$ cat config.mk
export PLATFORM = sky130hd
export DESIGN_NAME = tmr_resync_ctrl
export DESIGN_NICKNAME = d
export VERILOG_FILES = /design/src/rtl/tmr_resync_pkg.sv /design/src/rtl/tmr_err_cnt.sv /design/src/rtl/tmr_resync_ctrl.sv
export SDC_FILE = /design/constraint.sdc
export NUM_CORES = 1
export LEC_CHECK = 0
export ABC_AREA = 1
export CORE_UTILIZATION = 40
export DETAILED_ROUTE_END_ITERATION = 7
export SLEW_MARGIN = 10
export SYNTH_ARGS = -nofsm -noshare
export SYNTH_HDL_FRONTEND = slang
export SYNTH_SLANG_ARGS = --single-unit
export TNS_END_PERCENT = 20
$ cat constraint.sdc
create_clock -name clk_i -period 2.62 [get_ports clk_i]
set_clock_uncertainty 0.2 [all_clocks]
set_input_delay 0.262 -clock clk_i [delete_from_list [all_inputs] [get_ports clk_i]]
set_output_delay 0.262 -clock clk_i [all_outputs]
set_load 0.01 [all_outputs]
$ cat src/rtl/tmr_resync_pkg.sv
// Shared types for the TMR resync controller.
// Holds the controller FSM state encoding and the replica index type.
// No ports; imported by tmr_resync_ctrl.
package tmr_resync_pkg;

  typedef enum logic [1:0] {
    ST_IDLE   = 2'd0,
    ST_REQ    = 2'd1,
    ST_FAILED = 2'd2
  } state_e;

  typedef logic [1:0] replica_id_t;

endpackage

$ cat src/rtl/tmr_err_cnt.sv
// Saturating up/down error counter for one TMR replica.
// Ports: clk, rst_n (async active-low), inc/dec/clr/hold controls, cnt value.
// Priority clr > hold > inc > dec; inc saturates at all-ones, dec stops at zero.
module tmr_err_cnt #(
  parameter int Width = 4
) (
  input  logic             clk,
  input  logic             rst_n,
  input  logic             inc,
  input  logic             dec,
  input  logic             clr,
  input  logic             hold,
  output logic [Width-1:0] cnt
);

  always_ff @(posedge clk or negedge rst_n) begin
    if (!rst_n) begin
      cnt <= '0;
    end else if (clr) begin
      cnt <= '0;
    end else if (hold) begin
      cnt <= cnt;
    end else if (inc && (cnt != '1)) begin
      cnt <= cnt + Width'(1);
    end else if (!inc && dec && (cnt != '0)) begin
      cnt <= cnt - Width'(1);
    end
  end

endmodule

$ cat src/rtl/tmr_resync_ctrl.sv
// TMR resync controller: counts per-replica mismatches, requests a resync of
// the first replica to reach Threshold, and latches a fatal state on
// multi-replica faults. Ports: clk_i/rst_ni, err_i flags, resync req/id/ack
// handshake, fatal_o/fatal_clr_i, per-replica and total counters, state_o.
module tmr_resync_ctrl
  import tmr_resync_pkg::*;
#(
  parameter int Threshold   = 3,
  parameter int CntWidth    = 4,
  parameter int DecayCycles = 1024
) (
  input  logic                  clk_i,
  input  logic                  rst_ni,
  input  logic [2:0]            err_i,
  output logic                  resync_req_o,
  output logic [1:0]            resync_id_o,
  input  logic                  resync_ack_i,
  output logic                  fatal_o,
  input  logic                  fatal_clr_i,
  output logic [3*CntWidth-1:0] err_cnt_o,
  output logic [15:0]           total_err_o,
  output logic [1:0]            state_o
);

  localparam int CleanW = (DecayCycles > 1) ? $clog2(DecayCycles) : 1;
  localparam logic [CleanW-1:0] CleanLast =
      CleanW'((DecayCycles > 0) ? DecayCycles - 1 : 0);

  state_e              state_q, state_d;
  replica_id_t         id_q, id_d;
  logic [CntWidth-1:0] cnt [3];
  logic [CleanW-1:0]   clean_q;
  logic [15:0]         total_q;
  logic [2:0]          hit, inc, clr;
  logic                multi, other_hit, ack_ok, fclr_ok, hold, decay_tick;

  // Decisions use the registered counter values, which gives the one-cycle
  // gap between the threshold-reaching pulse and the request.
  always_comb begin
    for (int k = 0; k < 3; k++) hit[k] = (cnt[k] >= CntWidth'(Threshold));
  end

  assign multi     = (err_i[0] & err_i[1]) | (err_i[0] & err_i[2]) | (err_i[1] & err_i[2]);
  assign other_hit = |(hit & ~(3'b001 << id_q));

  always_comb begin
    state_d = state_q;
    id_d    = id_q;
    case (state_q)
      ST_IDLE: begin
        if (multi) begin
          state_d = ST_FAILED;
        end else if (|hit) begin
          state_d = ST_REQ;
          id_d    = hit[0] ? 2'd0 : (hit[1] ? 2'd1 : 2'd2);
        end
      end
      ST_REQ: begin
        // A fatal trigger outranks a coincident acknowledge.
        if (multi || other_hit) state_d = ST_FAILED;
        else if (resync_ack_i)  state_d = ST_IDLE;
      end
      ST_FAILED: begin
        // A fresh trigger outranks a coincident clear.
        if (!multi && fatal_clr_i) state_d = ST_IDLE;
      end
      default: state_d = ST_IDLE;
    endcase
  end

  assign ack_ok  = (state_q == ST_REQ) && resync_ack_i && !multi && !other_hit;
  assign fclr_ok = (state_q == ST_FAILED) && fatal_clr_i && !multi;
  assign hold    = (state_q == ST_FAILED);

  // Decay only ever fires on an error-free cycle, so it never collides with
  // an increment on the same counter.
  assign decay_tick = (DecayCycles != 0) && (err_i == 3'b000) && !hold &&
                      (clean_q == CleanLast);

  for (genvar k = 0; k < 3; k++) begin : g_cnt
    assign inc[k] = err_i[k] && !hold && !((state_q == ST_REQ) && (id_q == replica_id_t'(k)));
    assign clr[k] = fclr_ok || (ack_ok && (id_q == replica_id_t'(k)));

    tmr_err_cnt #(.Width(CntWidth)) u_cnt (
      .clk   (clk_i),
      .rst_n (rst_ni),
      .inc   (inc[k]),
      .dec   (decay_tick),
      .clr   (clr[k]),
      .hold  (hold),
      .cnt   (cnt[k])
    );

    assign err_cnt_o[k*CntWidth +: CntWidth] = cnt[k];
  end

  always_ff @(posedge clk_i or negedge rst_ni) begin
    if (!rst_ni) begin
      state_q <= ST_IDLE;
      id_q    <= '0;
      clean_q <= '0;
      total_q <= '0;
    end else begin
      state_q <= state_d;
      id_q    <= id_d;
      if (fclr_ok) begin
        clean_q <= '0;
      end else if (!hold) begin
        if ((err_i != 3'b000) || decay_tick || (DecayCycles == 0)) clean_q <= '0;
        else                                                      clean_q <= clean_q + CleanW'(1);
      end
      if ((err_i != 3'b000) && (total_q != 16'hFFFF)) total_q <= total_q + 16'd1;
    end
  end

  assign resync_req_o = (state_q == ST_REQ);
  assign resync_id_o  = id_q;
  assign fatal_o      = (state_q == ST_FAILED);
  assign total_err_o  = total_q;
  assign state_o      = state_q;

endmodule

==> results.md <==
* Outcome: finished, final reports clean
* Max_slew headroom at ~73%
* CP endpoint kind: register
* Wire length per cell at between 10 and 15 um
* Syn-to-layout area delta at 21.6%
* Main flop type after synthesis: dfrtp_1
* Synthesized flop and latch total at between 40 and 50
* Total internal power at between 1.5 and 2 mW
* Antenna violations before repair at 0
* Vias per cell at 4.87
* HPWL after DPL at 4.80 mm
* R2r setup slk at between 0.3 and 0.4 ns
* Final hold slack at 0.207 ns
* Leakage at between 1.5 and 2 nW
* PwrDens at 1010 nW/um2
* Inserted Clock Buffers at 5
* Clock Tree Root: clkbuf_8
* RR Startpoint: state_o[1]$_DFFE_PN0P_
* Synthesized area at around 2800 um2
* Share of cells above drive strength 1 at 8.06%
* Grt ovf at 0
* Synth area leader: dfrtp_1
* Antenna fix cells at 0
* Final setup violating endpoints at 0
* Post-route total power at between 3 and 4 mW
* Share of power burned in combinational logic at between 50% and 60%
* Max-Cap Viols at 0
* Crit path launch: state_o[1]$_DFFE_PN0P_
* Fin util at ~50%
* Min-delay worst type: input port to asynchronous set/reset pin
* Top cells by area, synth: dfrtp_1 38%, nand2_1 15%, inv_1 7.4%
* Tcrit/Tclk final at between 80% and 90%
* PortBufs at 40
* Final Net Count at ~450
* Total GRT Usage at 18.9%
* Avg Inst Size Synth at 7.23 um2
* Max incr delay on CP at between 0.4 and 0.5 ns
* CP cell instances: inv_2 > nor2_4 > nor2_1 > nand3_2 > ha_1 > nand2_1 > nand2_1 > nor2_1 > inv_1 > nand3_1 > nand2_1 > nor2_1 > nand2_1 > nand2_1
* Flop pwr share at 32.4%
* Final Hold Vio Count at 0
* CP max-delay cell: dfrtp_1
* CTS tree: yes
* Vias in the first global route at 2424
* DRT Pass-1 Iters at 4
* Ys async rst share at 100%
* Max-slew violations at 0
* Clk network pwr share at between 10% and 20%
* Clock Latency Late Sink at 0.30 ns
* Die Ht at about 85 um
* Post-synthesis sequential area ratio at 37.8%
* CTS sink cnt at 42
* IO Pins at 41
* Mapped Cells at 384
* Tmin final at 2.27 ns
* H-tree levels at 2
* WP data required at between 2 and 3 ns
* P_sw at 1.50 mW
* Post-route DRC at 0
* Synth cell types at 32
* First-pass GRT wire length at 11.0 mm
* Largest net degree at the start of global routing at 27
* DRT Wirelength at between 6 and 7 mm
* CTS max path bufs at 2
* Die area at roughly 7300 um2
* Fin area at between 3000 and 4000 um2
* CP max FO at 6
* Clock slew seen by the registers of the worst setup and hold paths at roughly 0.090 ns
* Worst VDD drop at 0.498 mV
* Crit path DAT at between 2 and 2.5 ns
* Die X at around 85 um
* Switching share of power at ~44%
* Max Fclk at roughly 440 MHz
* Setup TNS at 0 ns
* Initial Util at approximately two fifths
* Number of enable flip-flop cells after synthesis at 0
* Fill count at between 600 and 700
* DRT antenna net count at 0
* Total number of vias at about 2500
* Core Area at approximately 6800 um2
* Yosys top cell area share at 37.8%
* Row cnt at 30
* Synth warn at 0
* Syn Nets at around 400
* RSZ-0062 raised after global routing: false
* Startpoint types: register
* Crit path top cell by count: nand2_1
* Placed Area at around 3300 um2
* WS Path Type: register to register
* Drt initial violations at 83
* Worst-margin pin slew at 0.404 ns
* RD Place Congestion at between 0.8 and 0.9
-- synth_stat cells, drive strengths merged, types with 3 or more instances --
cell   number
o22ai       4
nand3      27
dfrtp      42
nand2     115
o21ai      11
fa          3
a21oi       8
ha          8
nand4       5
xnor2       4
xor2       16
nor2       60
inv        60
nor3        9
-- power by group through the flow --
stage | logic, mW | registers (mW) | clock network (mW)
floorplan | 1.14 | 1.14 | 0
global placement | 1.82 | 1.11 | 0
detailed placement | 1.85 | 1.12 | 0
CTS | 1.86 | 1.11 | 0.467
global route | 2.12 | 1.14 | 0.484
finish | 1.85 | 1.10 | 0.446
-- final timing paths --
path | endpoint | depth (start not counted)
max reg2reg | g_cnt[2].u_cnt.cnt[3]$_DFFE_PN0P_ | 14
min reg2reg | total_err_o[10]$_DFFE_PN0P_ | 1
max | g_cnt[2].u_cnt.cnt[3]$_DFFE_PN0P_ | 14
max in group asynchronous | total_err_o[11]$_DFFE_PN0P_ | 3
min | g_cnt[1].u_cnt.cnt[1]$_DFFE_PN0P_ | 2
min in group clk_i | total_err_o[10]$_DFFE_PN0P_ | 1
-- what timing repair did --
| item | 4_1_cts | 5_1_grt |
|---|---|---|
| resized for setup | 0 | 0 |
| setup buffers | 0 | 0 |
| hold buffers | 1 | 0 |
| endpoints found under the hold margin | 16 | 0 |
-- layout by cell type, fill, tap and decap left out --
master           Yosys  layout
nor2_1              52      52
fa_1                 3       3
clkinv_2             0       1
a22oi_1              1       1
buf_4                0       2
nand2_2              4       4
o21ai_4              1       1
ha_1                 8       8
nor3b_1              2       2
clkbuf_8             0       6
nor3_2               2       2
xnor2_1              4       4
nand4_1              5       5
a31o_2               1       1
a21o_1               1       1
or2_4                1       1
a22o_1               1       1
nand3b_1             2       2
nand3_1             25      25
xor2_1              16      16
nand3_2              2       2
inv_2                5       5
nor2_2               5       5
clkdlybuf4s50_1      0      39
nor3_1               7       7
inv_1               55      55
dlygate4sd3_1        0       1
a21oi_1              8       8
nor2_4               3       3
o22ai_1              4       4
nand2_1            111     111
o21ai_2              1       1
o21ai_1              1       1
o21ai_0              8       8
o31ai_1              2       2
buf_2                0       1
dfrtp_1             42      42
clkbuf_1             0       1
-- flip-flops by register name (all words and copies together) (netlist names) --
signal,flops
state_o,2
resync_id_o,2
total_err_o,16
g_cnt.u_cnt.cnt,12
clean_q,10
-- metal layers --
metal | up-vias | global-route usage (%) | part of all wire (%)
li1 | 1292 | - | -
met1 | 1175 | 24.4 | 49
met2 | 31 | 32.0 | 47
met3 | 5 | 3.89 | 3.1
met4 | 0 | 5.76 | 1.0
met5 | - | 0 | 0
-- metrics by stage --
| stage | cells | worst slack, ns |
|---|---|---|
| floorplan | 384 | 0.514 |
| global placement | 505 | 0.196 |
| detailed placement | 505 | 0.116 |
| CTS | 514 | 0.336 |
| global route | 514 | 0.122 |
| finish | 514 | 0.347 |
-- worst max-delay path, delay by kind of cell, from the launching register on --
kind,cells,cell delay [ns]
adder cells (fa/ha/maj),1,0.35
AND/OR/NAND/NOR,11,1.08
flip-flops,1,0.46
buffers and inverters,2,0.17
-- cell type report --
class                   instances  area, um2  area share, %
multi-input cells             281       1490           44.1
flip-flops and latches         42       1050           31.1
repair buffers                 43        420           12.4
inverters                      60        225           6.67
well taps                      80        100           2.96
clock buffers                   7       86.3           2.56
clock inverters                 1       5.00          0.148
-- kinds of logic (layout without fill, tap and decap cells) --
| group | after synthesis | after routing | share of synthesized area [%] |
|---|---|---|---|
| simple gates | 221 | 221 | 35.0 |
| buf+inv | 61 | 111 | 8.51 |
| flops | 42 | 42 | 37.8 |
| compound gates | 29 | 29 | 6.58 |
| xor+xnor | 20 | 20 | 6.31 |
| fa+ha+maj | 11 | 11 | 5.77 |
Note: power is estimated with default switching activity, not from simulation.
==> RTL change: new RTL, same settings <==
Register the output `total_err_o` once more, cleared by the reset; this adds one clock of latency there. The other outputs are not delayed to match.
--- a/src/rtl/tmr_resync_ctrl.sv
+++ b/src/rtl/tmr_resync_ctrl.sv
@@ -116,7 +116,13 @@
   assign resync_req_o = (state_q == ST_REQ);
   assign resync_id_o  = id_q;
   assign fatal_o      = (state_q == ST_FAILED);
-  assign total_err_o  = total_q;
+  always_ff @(posedge clk_i or negedge rst_ni) begin
+    if (!rst_ni) begin
+      total_err_o <= '0;
+    end else begin
+      total_err_o <= total_q;
+    end
+  end
   assign state_o      = state_q;
 
 endmodule
Behaviour: not the same (Yosys sat finds a counterexample within 4 cycles, from zero or initial values and one cycle with rst_ni low).
==> RTL change against the unedited design <==
- routed wire length is 0.63% higher
- synthesized area rose by 14%
- final cell count is 6.0% higher
- largest power group unchanged
- total power rose by 26%
- cell area is 15% higher
- combinational power is 4% higher
- clock power is 91% higher
- setup slack better by 56 ps
- core utilization increased by 0.75 points
- sequential cell count rose by 16
- largest cell class unchanged
- die area is 13% higher
- hold slack better by 8.4 ps
==> RTL change: results (changes against the unedited design) <==
[clocking]
clk_latency_ps = 340  ; was 300 ps
path_clk_slew_ps = 80
numCtsBuffers = 9  ; was 5
cts_max_level = 3  ; was 2

[worst_setup_path]
critPathSlowestCell = dfrtp_1  ; unchanged
cp_max_fo = 7  ; was 6
cp.arrival_ps = 2250  ; was 2320 ps
cp-startpoint = state_o[1]$_DFFE_PN0P_  ; unchanged
cp_top_family = compound AO/OA/AOI/OAI gates  ; was simple AND/OR/NAND/NOR gates
rrSetupSlack_ps = 400  ; was 350 ps
cp-endpoint = g_cnt[1].u_cnt.cnt[3]$_DFFE_PN0P_  ; was g_cnt[2].u_cnt.cnt[3]$_DFFE_PN0P_

[drt]
wl_per_cell_um = 11.73  ; was 12.36 um
drt_iter0_drc = 82  ; was 83
finalWirelength_um = 6395  ; was 6355 um
viasPerCell = 4.752  ; was 4.870
wl_met2_um = 3100  ; was 2964 um
met3_length_um = 201  ; was 198 um
dr.pass1.iters = 4  ; unchanged
wl_met1_um = 2954  ; was 3127 um

[logic_synthesis]
synth_cell_type_count = 29  ; was 32
yosys-top-cells-count = nand2_1 (104), dfrtp_1 (58), inv_1 (49), nand3_1 (31), nor2_1 (31)  ; was nand2_1 (111), inv_1 (55), nor2_1 (52), dfrtp_1 (42), nand3_1 (25)
synthFlopType = dfrtp_1  ; unchanged
synth_nets = 404  ; was 402
yosys-top-cells-area = dfrtp_1 (46%), nand2_1 (12%), inv_1 (5.8%)  ; was dfrtp_1 (38%), nand2_1 (15%), inv_1 (7.4%)
synth-seq-area-share_pct = 45.96  ; was 37.84%
syn_area_per_cell_um2 = 8.181  ; was 7.234 um2

[grt]
grt_pass1_wl_um = 11680  ; was 10,990 um
use_met2_pct = 29.67  ; was 32.04%
grt_max_degree = 59  ; was 27
grt_util_met3_pct = 3.283  ; was 3.891%
gr-usage-met1_pct = 21.99  ; was 24.45%
grt_pass1_vias = 2618  ; was 2,424
grtUsageTotal_pct = 17.78  ; was 18.94%

[placed_design]
place.gp.congestion = 0.8134  ; was 0.8120
dpl-instance-area_um2 = 3690  ; was 3277 um2
dp_slack_ps = 174.9  ; was 116.4 ps
dpl.cell_count = 528  ; was 505
hpwl_um = 4709  ; was 4802 um

[layout]
fin_util_pct = 50.75  ; was 50.00%
fillers = 770  ; was 692
drive_gt1_share_pct = 10.61  ; was 8.065%
fin_nets = 456  ; was 451

[timing]
hold_viol_final = 0  ; unchanged
fin_crit_sh_pct = 84.64  ; was 86.77%
holdWs_ps = 215.4  ; was 207.0 ps
slew_headroom_pct = 66.72  ; was 72.84%

[worst_hold_path]
hold_path_class = in2async  ; unchanged

[power]
ir_drop_v = 0.0005069  ; was 0.0004977 V
p_leak_nw = 1.881  ; was 1.656 nW

[status]
status = complete, no violations  ; unchanged

[RTL change: cell count changes after synthesis, sizes merged, moves of 4 or more]
cell and change:
a21oi +4, dfrtp +16, nand3 +7, nand4 +4, nor2 -22, nor3 -4
[RTL change: where the power goes]
group          internal, W  switching [W]
Sequential         0.00119       0.000311
Clock             0.000447       0.000404
Combinational     0.000893        0.00103
[RTL change: area by class of cell]
class | count | area share (%)
Clock buffer | 9 | 3.175
Timing Repair Buffer | 42 | 10.90
Multi-Input combinational cell | 270 | 37.97
Tap cell | 102 | 3.271
Clock inverter | 7 | 1.988
Inverter | 57 | 5.484
Sequential cell | 58 | 37.20
[RTL change: logic make-up (layout without fill, tap and decap cells)]
logic type	after synthesis	in the layout	synth area share [%]
AND/OR/NAND/NOR	202	202	28.84
flip-flops	58	58	45.96
AO/OA/AOI/OAI	35	35	6.894
adder cells (fa/ha/maj)	11	11	5.072
XOR/XNOR	22	22	6.102
buffers and inverters	58	115	7.132
